File: config.mk
export PLATFORM = sky130hd
export DESIGN_NAME = alu_shift_pipe
export DESIGN_NICKNAME = d
export VERILOG_FILES = /design/src/rtl/alu_shift_pkg.sv /design/src/rtl/alu_shift_stage.sv /design/src/rtl/alu_shift_pipe.sv
export SDC_FILE = /design/constraint.sdc
export NUM_CORES = 1
export LEC_CHECK = 0
export ABC_AREA = 1
export CORE_MARGIN = 2
export CORE_UTILIZATION = 50
export DETAILED_ROUTE_END_ITERATION = 16
export PLACE_DENSITY = 0.78
export SYNTH_ARGS = -nofsm -noshare
export SYNTH_HDL_FRONTEND = slang
export SYNTH_HIERARCHICAL = 1
export SYNTH_SLANG_ARGS = --single-unit
File: constraint.sdc
create_clock -name clk -period 2 [get_ports clk]
set_clock_uncertainty 0.15 [all_clocks]
set_input_delay 0.3 -clock clk [delete_from_list [all_inputs] [get_ports clk]]
set_output_delay 0.3 -clock clk [all_outputs]
set_load 0.01 [all_outputs]
File: src/rtl/alu_shift_pkg.sv
// Shared definitions for the pipelined shift unit: opcode encodings, the
// opcode enum, the decoded-op struct carried down the pipe, and the decoder.
package alu_shift_pkg;

  localparam logic [2:0] OPC_ROL = 3'b010;
  localparam logic [2:0] OPC_ROR = 3'b011;
  localparam logic [2:0] OPC_SLL = 3'b101;  // legacy SLL encoding kept unchanged
  localparam logic [2:0] OPC_SRL = 3'b110;
  localparam logic [2:0] OPC_SRA = 3'b111;

  localparam logic DIR_LEFT  = 1'b0;
  localparam logic DIR_RIGHT = 1'b1;

  typedef enum logic [2:0] {
    OP_ROL = OPC_ROL,
    OP_ROR = OPC_ROR,
    OP_SLL = OPC_SLL,
    OP_SRL = OPC_SRL,
    OP_SRA = OPC_SRA
  } shift_op_e;

  // dir: 0 left / 1 right; arith: sign fill on right shifts; rot: wrap bits
  // around; illegal: opcode is not a shift, result is forced to zero.
  typedef struct packed {
    logic dir;
    logic arith;
    logic rot;
    logic illegal;
  } shift_dec_t;

  function automatic shift_dec_t decode_op(input logic [2:0] opc);
    shift_dec_t d;
    d = '0;
    case (shift_op_e'(opc))
      OP_SLL: d.dir = DIR_LEFT;
      OP_SRL: d.dir = DIR_RIGHT;
      OP_SRA: begin
        d.dir   = DIR_RIGHT;
        d.arith = 1'b1;
      end
      OP_ROL: begin
        d.dir = DIR_LEFT;
        d.rot = 1'b1;
      end
      OP_ROR: begin
        d.dir = DIR_RIGHT;
        d.rot = 1'b1;
      end
      default: d.illegal = 1'b1;
    endcase
    return d;
  endfunction

endpackage

File: src/rtl/alu_shift_stage.sv
// One register slice of the shift pipeline. It applies shifter levels
// [LVL_LO, LVL_HI) to the incoming operand and registers the result together
// with the remaining shift amount, decoded op and tag.
//
// Handshake: a beat moves across a boundary when valid && ready. This slice
// loads a new beat whenever it is empty or its own beat is leaving this cycle
// (i_adv = the next slice, or the output port, is ready). i_adv is computed by
// the parent from the slice valids, so no combinational ready chain exists.
module alu_shift_stage
  import alu_shift_pkg::*;
#(
  parameter int WIDTH  = 32,
  parameter int TAG_W  = 4,
  parameter int SHW    = 5,
  parameter int LVL_LO = 0,
  parameter int LVL_HI = 5
) (
  input  logic             clk,
  input  logic             reset,
  input  logic             i_valid,
  input  logic             i_adv,
  input  logic [WIDTH-1:0] i_data,
  input  logic [SHW-1:0]   i_shamt,
  input  shift_dec_t       i_dec,
  input  logic [TAG_W-1:0] i_tag,
  output logic             o_valid,
  output logic [WIDTH-1:0] o_data,
  output logic [SHW-1:0]   o_shamt,
  output shift_dec_t       o_dec,
  output logic [TAG_W-1:0] o_tag
);

  logic             r_valid;
  logic [WIDTH-1:0] r_data;
  logic [SHW-1:0]   r_shamt;
  shift_dec_t       r_dec;
  logic [TAG_W-1:0] r_tag;

  logic             w_load;
  logic [WIDTH-1:0] w_shifted;

  // One level of the logarithmic shifter; s is a power of two below WIDTH.
  function automatic logic [WIDTH-1:0] shift_level(input logic [WIDTH-1:0] x,
                                                   input int s,
                                                   input shift_dec_t d);
    logic [WIDTH-1:0] fill;
    logic [WIDTH-1:0] y;
    fill = {WIDTH{d.arith & x[WIDTH-1]}};
    if (d.dir == DIR_LEFT) begin
      y = x << s;
      if (d.rot) y = y | (x >> (WIDTH - s));
    end else begin
      y = x >> s;
      if (d.rot) y = y | (x << (WIDTH - s));
      else       y = y | (fill << (WIDTH - s));
    end
    return y;
  endfunction

  // Apply this slice's share of the shifter levels.
  always_comb begin
    w_shifted = i_data;
    for (int l = LVL_LO; l < LVL_HI; l++) begin
      if (i_shamt[l]) w_shifted = shift_level(w_shifted, 1 << l, i_dec);
    end
  end

  assign w_load = !r_valid || i_adv;

  // Slice register: take a new beat when empty or draining; payload only
  // changes when a valid beat is captured so stalled outputs stay stable.
  always_ff @(posedge clk) begin
    if (reset) begin
      r_valid <= 1'b0;
      r_data  <= '0;
      r_shamt <= '0;
      r_dec   <= '0;
      r_tag   <= '0;
    end else if (w_load) begin
      r_valid <= i_valid;
      if (i_valid) begin
        r_data  <= w_shifted;
        r_shamt <= i_shamt;
        r_dec   <= i_dec;
        r_tag   <= i_tag;
      end
    end
  end

  assign o_valid = r_valid;
  assign o_data  = r_data;
  assign o_shamt = r_shamt;
  assign o_dec   = r_dec;
  assign o_tag   = r_tag;

endmodule

File: src/rtl/alu_shift_pipe.sv
// Pipelined SLL/SRL/SRA/ROL/ROR unit. The opcode is decoded in front of the
// first slice; saturation and illegal opcodes are resolved there by replacing
// the operand with its final value and zeroing the shift amount. The SHW
// shifter levels are spread over STAGES slices, ceil(SHW/STAGES) each.
module alu_shift_pipe
  import alu_shift_pkg::*;
#(
  parameter int WIDTH     = 32,
  parameter int STAGES    = 2,
  parameter int TAG_W     = 4,
  parameter int SAT_SHAMT = 0
) (
  input  logic             clk,
  input  logic             reset,
  input  logic             in_valid,
  output logic             in_ready,
  input  logic [WIDTH-1:0] A,
  input  logic [WIDTH-1:0] B,
  input  logic [2:0]       opcode,
  input  logic [TAG_W-1:0] in_tag,
  output logic             out_valid,
  input  logic             out_ready,
  output logic [WIDTH-1:0] result,
  output logic             out_illegal,
  output logic [TAG_W-1:0] out_tag
);

  localparam int SHW = $clog2(WIDTH);
  localparam int PER = (SHW + STAGES - 1) / STAGES;

  logic [STAGES-1:0] w_vld;
  logic [STAGES:0]   w_rdy;
  logic [WIDTH-1:0]  w_data  [STAGES+1];
  logic [SHW-1:0]    w_shamt [STAGES+1];
  shift_dec_t        w_dec   [STAGES+1];
  logic [TAG_W-1:0]  w_tag   [STAGES+1];

  shift_dec_t        w_in_dec;
  logic              w_sat;
  logic [WIDTH-1:0]  w_in_data;
  logic [SHW-1:0]    w_in_shamt;
  logic              w_unused_tail;

  // Decode the request and fold saturated / illegal ops into a fixed operand.
  always_comb begin
    w_in_dec   = decode_op(opcode);
    w_sat      = (SAT_SHAMT != 0) && !w_in_dec.rot && (|B[WIDTH-1:SHW]);
    w_in_data  = A;
    w_in_shamt = B[SHW-1:0];
    if (w_in_dec.illegal) begin
      w_in_data  = '0;
      w_in_shamt = '0;
    end else if (w_sat) begin
      w_in_data  = {WIDTH{w_in_dec.arith & A[WIDTH-1]}};
      w_in_shamt = '0;
    end
  end

  assign w_data[0]  = w_in_data;
  assign w_shamt[0] = w_in_shamt;
  assign w_dec[0]   = w_in_dec;
  assign w_tag[0]   = in_tag;

  assign w_rdy[STAGES] = out_ready;

  for (genvar k = 0; k < STAGES; k++) begin : g_stage
    localparam int LO = (k * PER < SHW) ? k * PER : SHW;
    localparam int HI = ((k + 1) * PER < SHW) ? (k + 1) * PER : SHW;

    logic w_vin;
    if (k == 0) begin : g_first
      assign w_vin = in_valid;
    end else begin : g_next
      assign w_vin = w_vld[k-1];
    end

    // Slice k can accept when the output drains or any slice from k on is empty.
    assign w_rdy[k] = out_ready | ~(&w_vld[STAGES-1:k]);

    alu_shift_stage #(
      .WIDTH (WIDTH),
      .TAG_W (TAG_W),
      .SHW   (SHW),
      .LVL_LO(LO),
      .LVL_HI(HI)
    ) u_stage (
      .clk    (clk),
      .reset  (reset),
      .i_valid(w_vin),
      .i_adv  (w_rdy[k+1]),
      .i_data (w_data[k]),
      .i_shamt(w_shamt[k]),
      .i_dec  (w_dec[k]),
      .i_tag  (w_tag[k]),
      .o_valid(w_vld[k]),
      .o_data (w_data[k+1]),
      .o_shamt(w_shamt[k+1]),
      .o_dec  (w_dec[k+1]),
      .o_tag  (w_tag[k+1])
    );
  end

  assign in_ready    = w_rdy[0];
  assign out_valid   = w_vld[STAGES-1];
  assign result      = w_data[STAGES];
  assign out_tag     = w_tag[STAGES];
  assign out_illegal = w_dec[STAGES].illegal;

  // Shift amount and direction bits are fully consumed by the last slice.
  assign w_unused_tail = ^{w_shamt[STAGES], w_dec[STAGES].dir,
                           w_dec[STAGES].arith, w_dec[STAGES].rot};

endmodule

After elaboration in Yosys (flattened, before gate mapping):

Cells that the tools add are included.

* add/sub/neg operators: 0
* $mul: 0
* divide/modulo/power cells: 0
* $lt $le $gt $ge: 0
* eq/ne operators: 5
* shifts and indexed selects: 0
* muxes and demuxes: 26
* bitwise operators: 23
* reductions and logical operators: 10

Operators with widths (count)
* $mux W32: 21
* $or A24 B32 Y32: 2
* $or A28 B32 Y32: 2
* $or A30 B32 Y32: 2
* $or A31 B32 Y32: 2
* $or A16 B32 Y32: 1
* $or A32 B1 Y32: 1
* $or A32 B16 Y32: 1
* $or A32 B2 Y32: 1
* $or A32 B4 Y32: 1
* $or A32 B8 Y32: 1
* $eq A3 B3 Y1 const B: 3
* $eq A3 B2 Y1 const B: 2
* $reduce_and A2 Y1: 3
* $and A1 B1 Y1: 5
* $mux W5: 1
* $reduce_or A5 Y1: 1
* $mux W1: 4
* $reduce_or A3 Y1: 1
* $logic_not A1 Y1: 2
* $logic_or A1 B1 Y1: 2
* $not A1 Y1: 2
* $or A1 B1 Y1: 2
* $reduce_or A2 Y1: 1

* bits in registers: 84
* bits in latches: 0
* RAM bits: 0
* memory bits (read-only): 0
* bits of input ports: 75
* logic and storage cells: 76
* memories: 0

Depth between registers and ports, before layout:

Gate-level depths: netlist of run 1.

* word-level depth: 18
* depth in mapped cells: 18
* mapped depth without buffers: 15

Cells and area by module:

The synthesis of run 1 kept the hierarchy.

Modules (own cells, without submodules)
* alu_shift_stage at g_stage[0].u_stage: instances 1, cells each 698, area each 4007.6 sq um, sequential area each 920.9 sq um
* alu_shift_stage at g_stage[1].u_stage: instances 1, cells each 445, area each 2822.7 sq um, sequential area each 920.9 sq um
* alu_shift_pipe: instances 1, cells each 92, area each 498.0 sq um, sequential area each 0.0 sq um

Worst setup path after synthesis of run 1:

OpenSTA, ideal clock, no wires.

* path kind: in2reg
* start: input port opcode[1]
* end: register g_stage[0].u_stage.r_data[5]
* library setup time: 117 ps
* data arrival time: 1768 ps
* data required time: 1733 ps
* slack: -35 ps
* cell stages on the path: 14
* buffers on the path: 3
* cells stage by stage: inv_1 > buf_2 > a21oi_1 > buf_4 > buf_4 > nand3_1 > o21ai_0 > inv_1 > nand2_1 > nand3_1 > o21ai_1 > nand2_1 > a21oi_1 > nor2_1

* elaborated cells between the ends (all ways): 35
* classes of those cells: eq/ne (5); mux (17); bitwise (10); reduce/logical (3)

RTL lines
* from (decl): RTL line alu_shift_pipe.sv:19 `input logic [2:0] opcode,`
* $eq A3 B2 Y1 or $eq A3 B3 Y1 (tied branches): RTL line alu_shift_pkg.sv:34 `case (shift_op_e'(opc))`
* $reduce_or A5 Y1 (no source line) *
* $mux W5 *: RTL line alu_shift_pipe.sv:50 `if (w_in_dec.illegal) begin`
* via w_in_shamt[0]: RTL line alu_shift_pipe.sv:41 `logic [SHW-1:0] w_in_shamt;`
* $mux W32 *: RTL line alu_shift_stage.sv:64 `if (i_shamt[l]) w_shifted = shift_level(w_shifted, 1 << l, i_dec);`
* $or A32 B2 Y32, or another cell as far along: RTL line alu_shift_stage.sv:51 `if (d.rot) y = y | (x >> (WIDTH - s));`
* $mux W32 (on tied branches): RTL line alu_shift_stage.sv:51, alu_shift_stage.sv:54
* $mux W32: RTL line alu_shift_stage.sv:49 `if (d.dir == DIR_LEFT) begin`
* $mux W32 *: RTL line alu_shift_stage.sv:64
* $or A32 B4 Y32, or another cell as far along: RTL line alu_shift_stage.sv:51
* $mux W32 (on tied branches): RTL line alu_shift_stage.sv:51, alu_shift_stage.sv:54
* $mux W32: RTL line alu_shift_stage.sv:49
* $mux W32 *: RTL line alu_shift_stage.sv:64
* to (signal assigned): RTL line alu_shift_stage.sv:82 `r_data <= w_shifted;`
* to (decl): RTL line alu_shift_stage.sv:34 `logic [WIDTH-1:0] r_data;`

Mark *: on every way through the listed nets, which the timed path passes. The rest lies on a longest branch.
A chain may end at the register's enable or synchronous reset.

==> qor.yml, run 1 <==
place_inst: 1472
max_slew.worst_pin.slew_ns: 0.432
maxSlewViolCount: 0
drive_gt1_frac: 0.204
dieArea_um2: 14900
drt-total-wl_mm: 22.6
n_antenna_cell: 0
drt-wirelength-per-cell_um: 15.1
grt_pass1_wl_mm: 36.1
syn_area_per_cell_um2: 5.84
power_leakage_uw: 0.00401
period_share: 0.965
coreArea_um2: 13800
finalNonFillerCells: 1501
cts_root_buf: "clkbuf_16"
drtPass1Iterations: 5
viasPerCell: 5.57
post-place-ws_ns: -0.907
setup_viol: 0
synthesis.area_um2: 6990
path_max_fanout: 13
die_h_um: 122
postRouteAntennaNets: 0
fillCellCount: 1263
post-route-min-period_ns: 1.93
grt_remaining_overflow: 0
antenna_found_initial: 0
insertion_delay_ns: 0.35
vias: 8367
hold_violations: 0
worst_slack_ns: 0.0707
globalplace.congestion: 0.943
grt_pass1_vias: 7445
fin_util: 0.664
reg2reg_from: "g_stage[1].u_stage/o_valid$_SDFFE_PP0N_"
ios: 114
synth_cells: 1198
cts_inserted_buffers: 9
status: "completed"
synth_nets: 1273
reg2regPathDepth: 10
slew_headroom: 0.712
ir_drop_mv: 0.527
hpwlAfterDp_mm: 16.5
portBuffers: 86
grtUsageTotal: 0.301
startpoint_type: "primary input"
critical_path.endpoint: "g_stage[0].u_stage/o_data[19]$_SDFFE_PP0P_"
crit_start: "opcode[2]"
end_kind: "flip-flop"
regToRegEndpoint: "g_stage[0].u_stage/o_data[19]$_SDFFE_PP0P_"
dr.first_iter.drc_count: 806
cts_hold_buf: 0
clock_path_buffers: 2
grt_start_max_net_pins: 49
p_per_area_nw_per_um2: 606
crit_type: "in -> reg"
clk_pin_slew_ns: 0.07
hold_path_class: "in -> reg"
cp.required_ns: 2.14
htree_levels: 3
final_nets: 1391
maxCapViolCount: 0
area_delta_synth_final_pct: 30.9
drc: 0
row_count: 43
arrival_ns: 2.07
cts_tree: "done"
clock-sinks: 81
die_x_um: 122
reg2reg_slack_ns: 0.27
initial_utilization: 0.508
max_freq_mhz: 518
synth_warnings: 6
-- per-stage QoR --
step	TNS, ns	power (uW)	hold slack, ns	area [um^2]
after global routing	-0.0689	5820	0.151	9150
after detailed placement	-26.55	3700	0.314	8440
final	0	5540	0.140	9150
after global placement	-24.57	3690	0.307	8440
after CTS	-0.00625	5450	0.125	8910
after floorplan	0	3030	0.300	6990
-- repair_timing --
action                     CTS  global route
setup buffers                3             7
cloned                       1             2
pin swaps                    7            16
setup endpoints to repair   32            32
gates resized for setup     35            45
-- flip-flops by register name (all words and copies together) (netlist names) --
register	count
g_stage.u_stage/o_tag	8
g_stage.u_stage/o_shamt	2
g_stage.u_stage/o_data	64
g_stage.u_stage/o_valid	2
g_stage.u_stage/o_dec	5
-- layout make-up --
cell class | instances | area, um^2 | share of cell area
repair buffers | 196 | 1940 | 0.212
well taps | 180 | 225 | 0.0246
clock buffers | 9 | 225 | 0.0246
clock inverters | 7 | 77.6 | 0.00848
multi-input cells | 925 | 4640 | 0.507
flip-flops and latches | 81 | 1620 | 0.177
inverters | 103 | 417 | 0.0455
-- cells in the final DEF, fill, tap and decap left out, types with 5 or more instances in the layout --
master and count:
o21ai_1 33, clkbuf_16 11, inv_1 93, or2_2 20, a22oi_1 8, dfxtp_1 81, nand2_2 19, a31oi_1 10
buf_6 6, o21ai_0 80, nor2_1 85, a21oi_2 40, o211ai_1 14, buf_12 13, o21ai_2 13, nand3_2 15
clkdlybuf4s50_1 81, inv_2 5, nand2_1 358, a21oi_1 107, buf_4 86, nand3_1 95, a21oi_4 7
-- routing by layer --
layer	wire length, um	GRT usage	vias to the layer above
met1	9680	0.394	3810
li1	-	-	4136
met3	1860	0.0706	45
met5	0	0	-
met2	10600	0.492	376
met4	514	0.0869	0
-- where the power goes --
group | switching, uW | internal, uW
Combinational | 1140 | 850
Clock | 710 | 977
Sequential | 127 | 1740
-- worst max-delay path: stages --
cell and delay (ns):
clkbuf_2 0.13, nor2_2 0.18, nor2_4 0.06, buf_12 0.14
inv_6 0.12, buf_12 0.14, buf_4 0.14, nor2_1 0.05
o21ai_2 0.21, nand2_1 0.10, nand3_2 0.07, nand2_2 0.09
a21oi_1 0.15, nand2_1 0.07, a21oi_1 0.11
-- worst min path at each step --
| stage | startpoint | endpoint | slack [ns] | depth (start not counted) |
|---|---|---|---|---|
| finish | reset | g_stage[1].u_stage/o_data[22]$_SDFFE_PP0P_ | 0.14 | 2 |
| global route | reset | g_stage[1].u_stage/o_data[22]$_SDFFE_PP0P_ | 0.15 | 2 |
| CTS | reset | g_stage[1].u_stage/o_data[22]$_SDFFE_PP0P_ | 0.12 | 2 |
| detailed placement | g_stage[0].u_stage/o_tag[1]$_SDFFE_PP0P_ | g_stage[0].u_stage/o_tag[1]$_SDFFE_PP0P_ | 0.31 | 2 |
| global placement | g_stage[0].u_stage/o_tag[1]$_SDFFE_PP0P_ | g_stage[0].u_stage/o_tag[1]$_SDFFE_PP0P_ | 0.31 | 2 |
| floorplan | g_stage[0].u_stage/o_dec[0]$_SDFFE_PP0P_ | g_stage[0].u_stage/o_dec[0]$_SDFFE_PP0P_ | 0.30 | 2 |
Power figures use the tool's default switching activity.
==> run 2: changes to the inputs <==
--- a/config.mk
+++ b/config.mk
@@ -6,6 +6,7 @@
 export NUM_CORES = 1
 export LEC_CHECK = 0
 export ABC_AREA = 1
+export CAP_MARGIN = 25
 export CORE_MARGIN = 2
 export CORE_UTILIZATION = 50
 export DETAILED_ROUTE_END_ITERATION = 16
==> results of run 2 <==
The final DEF is identical to that of run 1; final timing and power are the same.
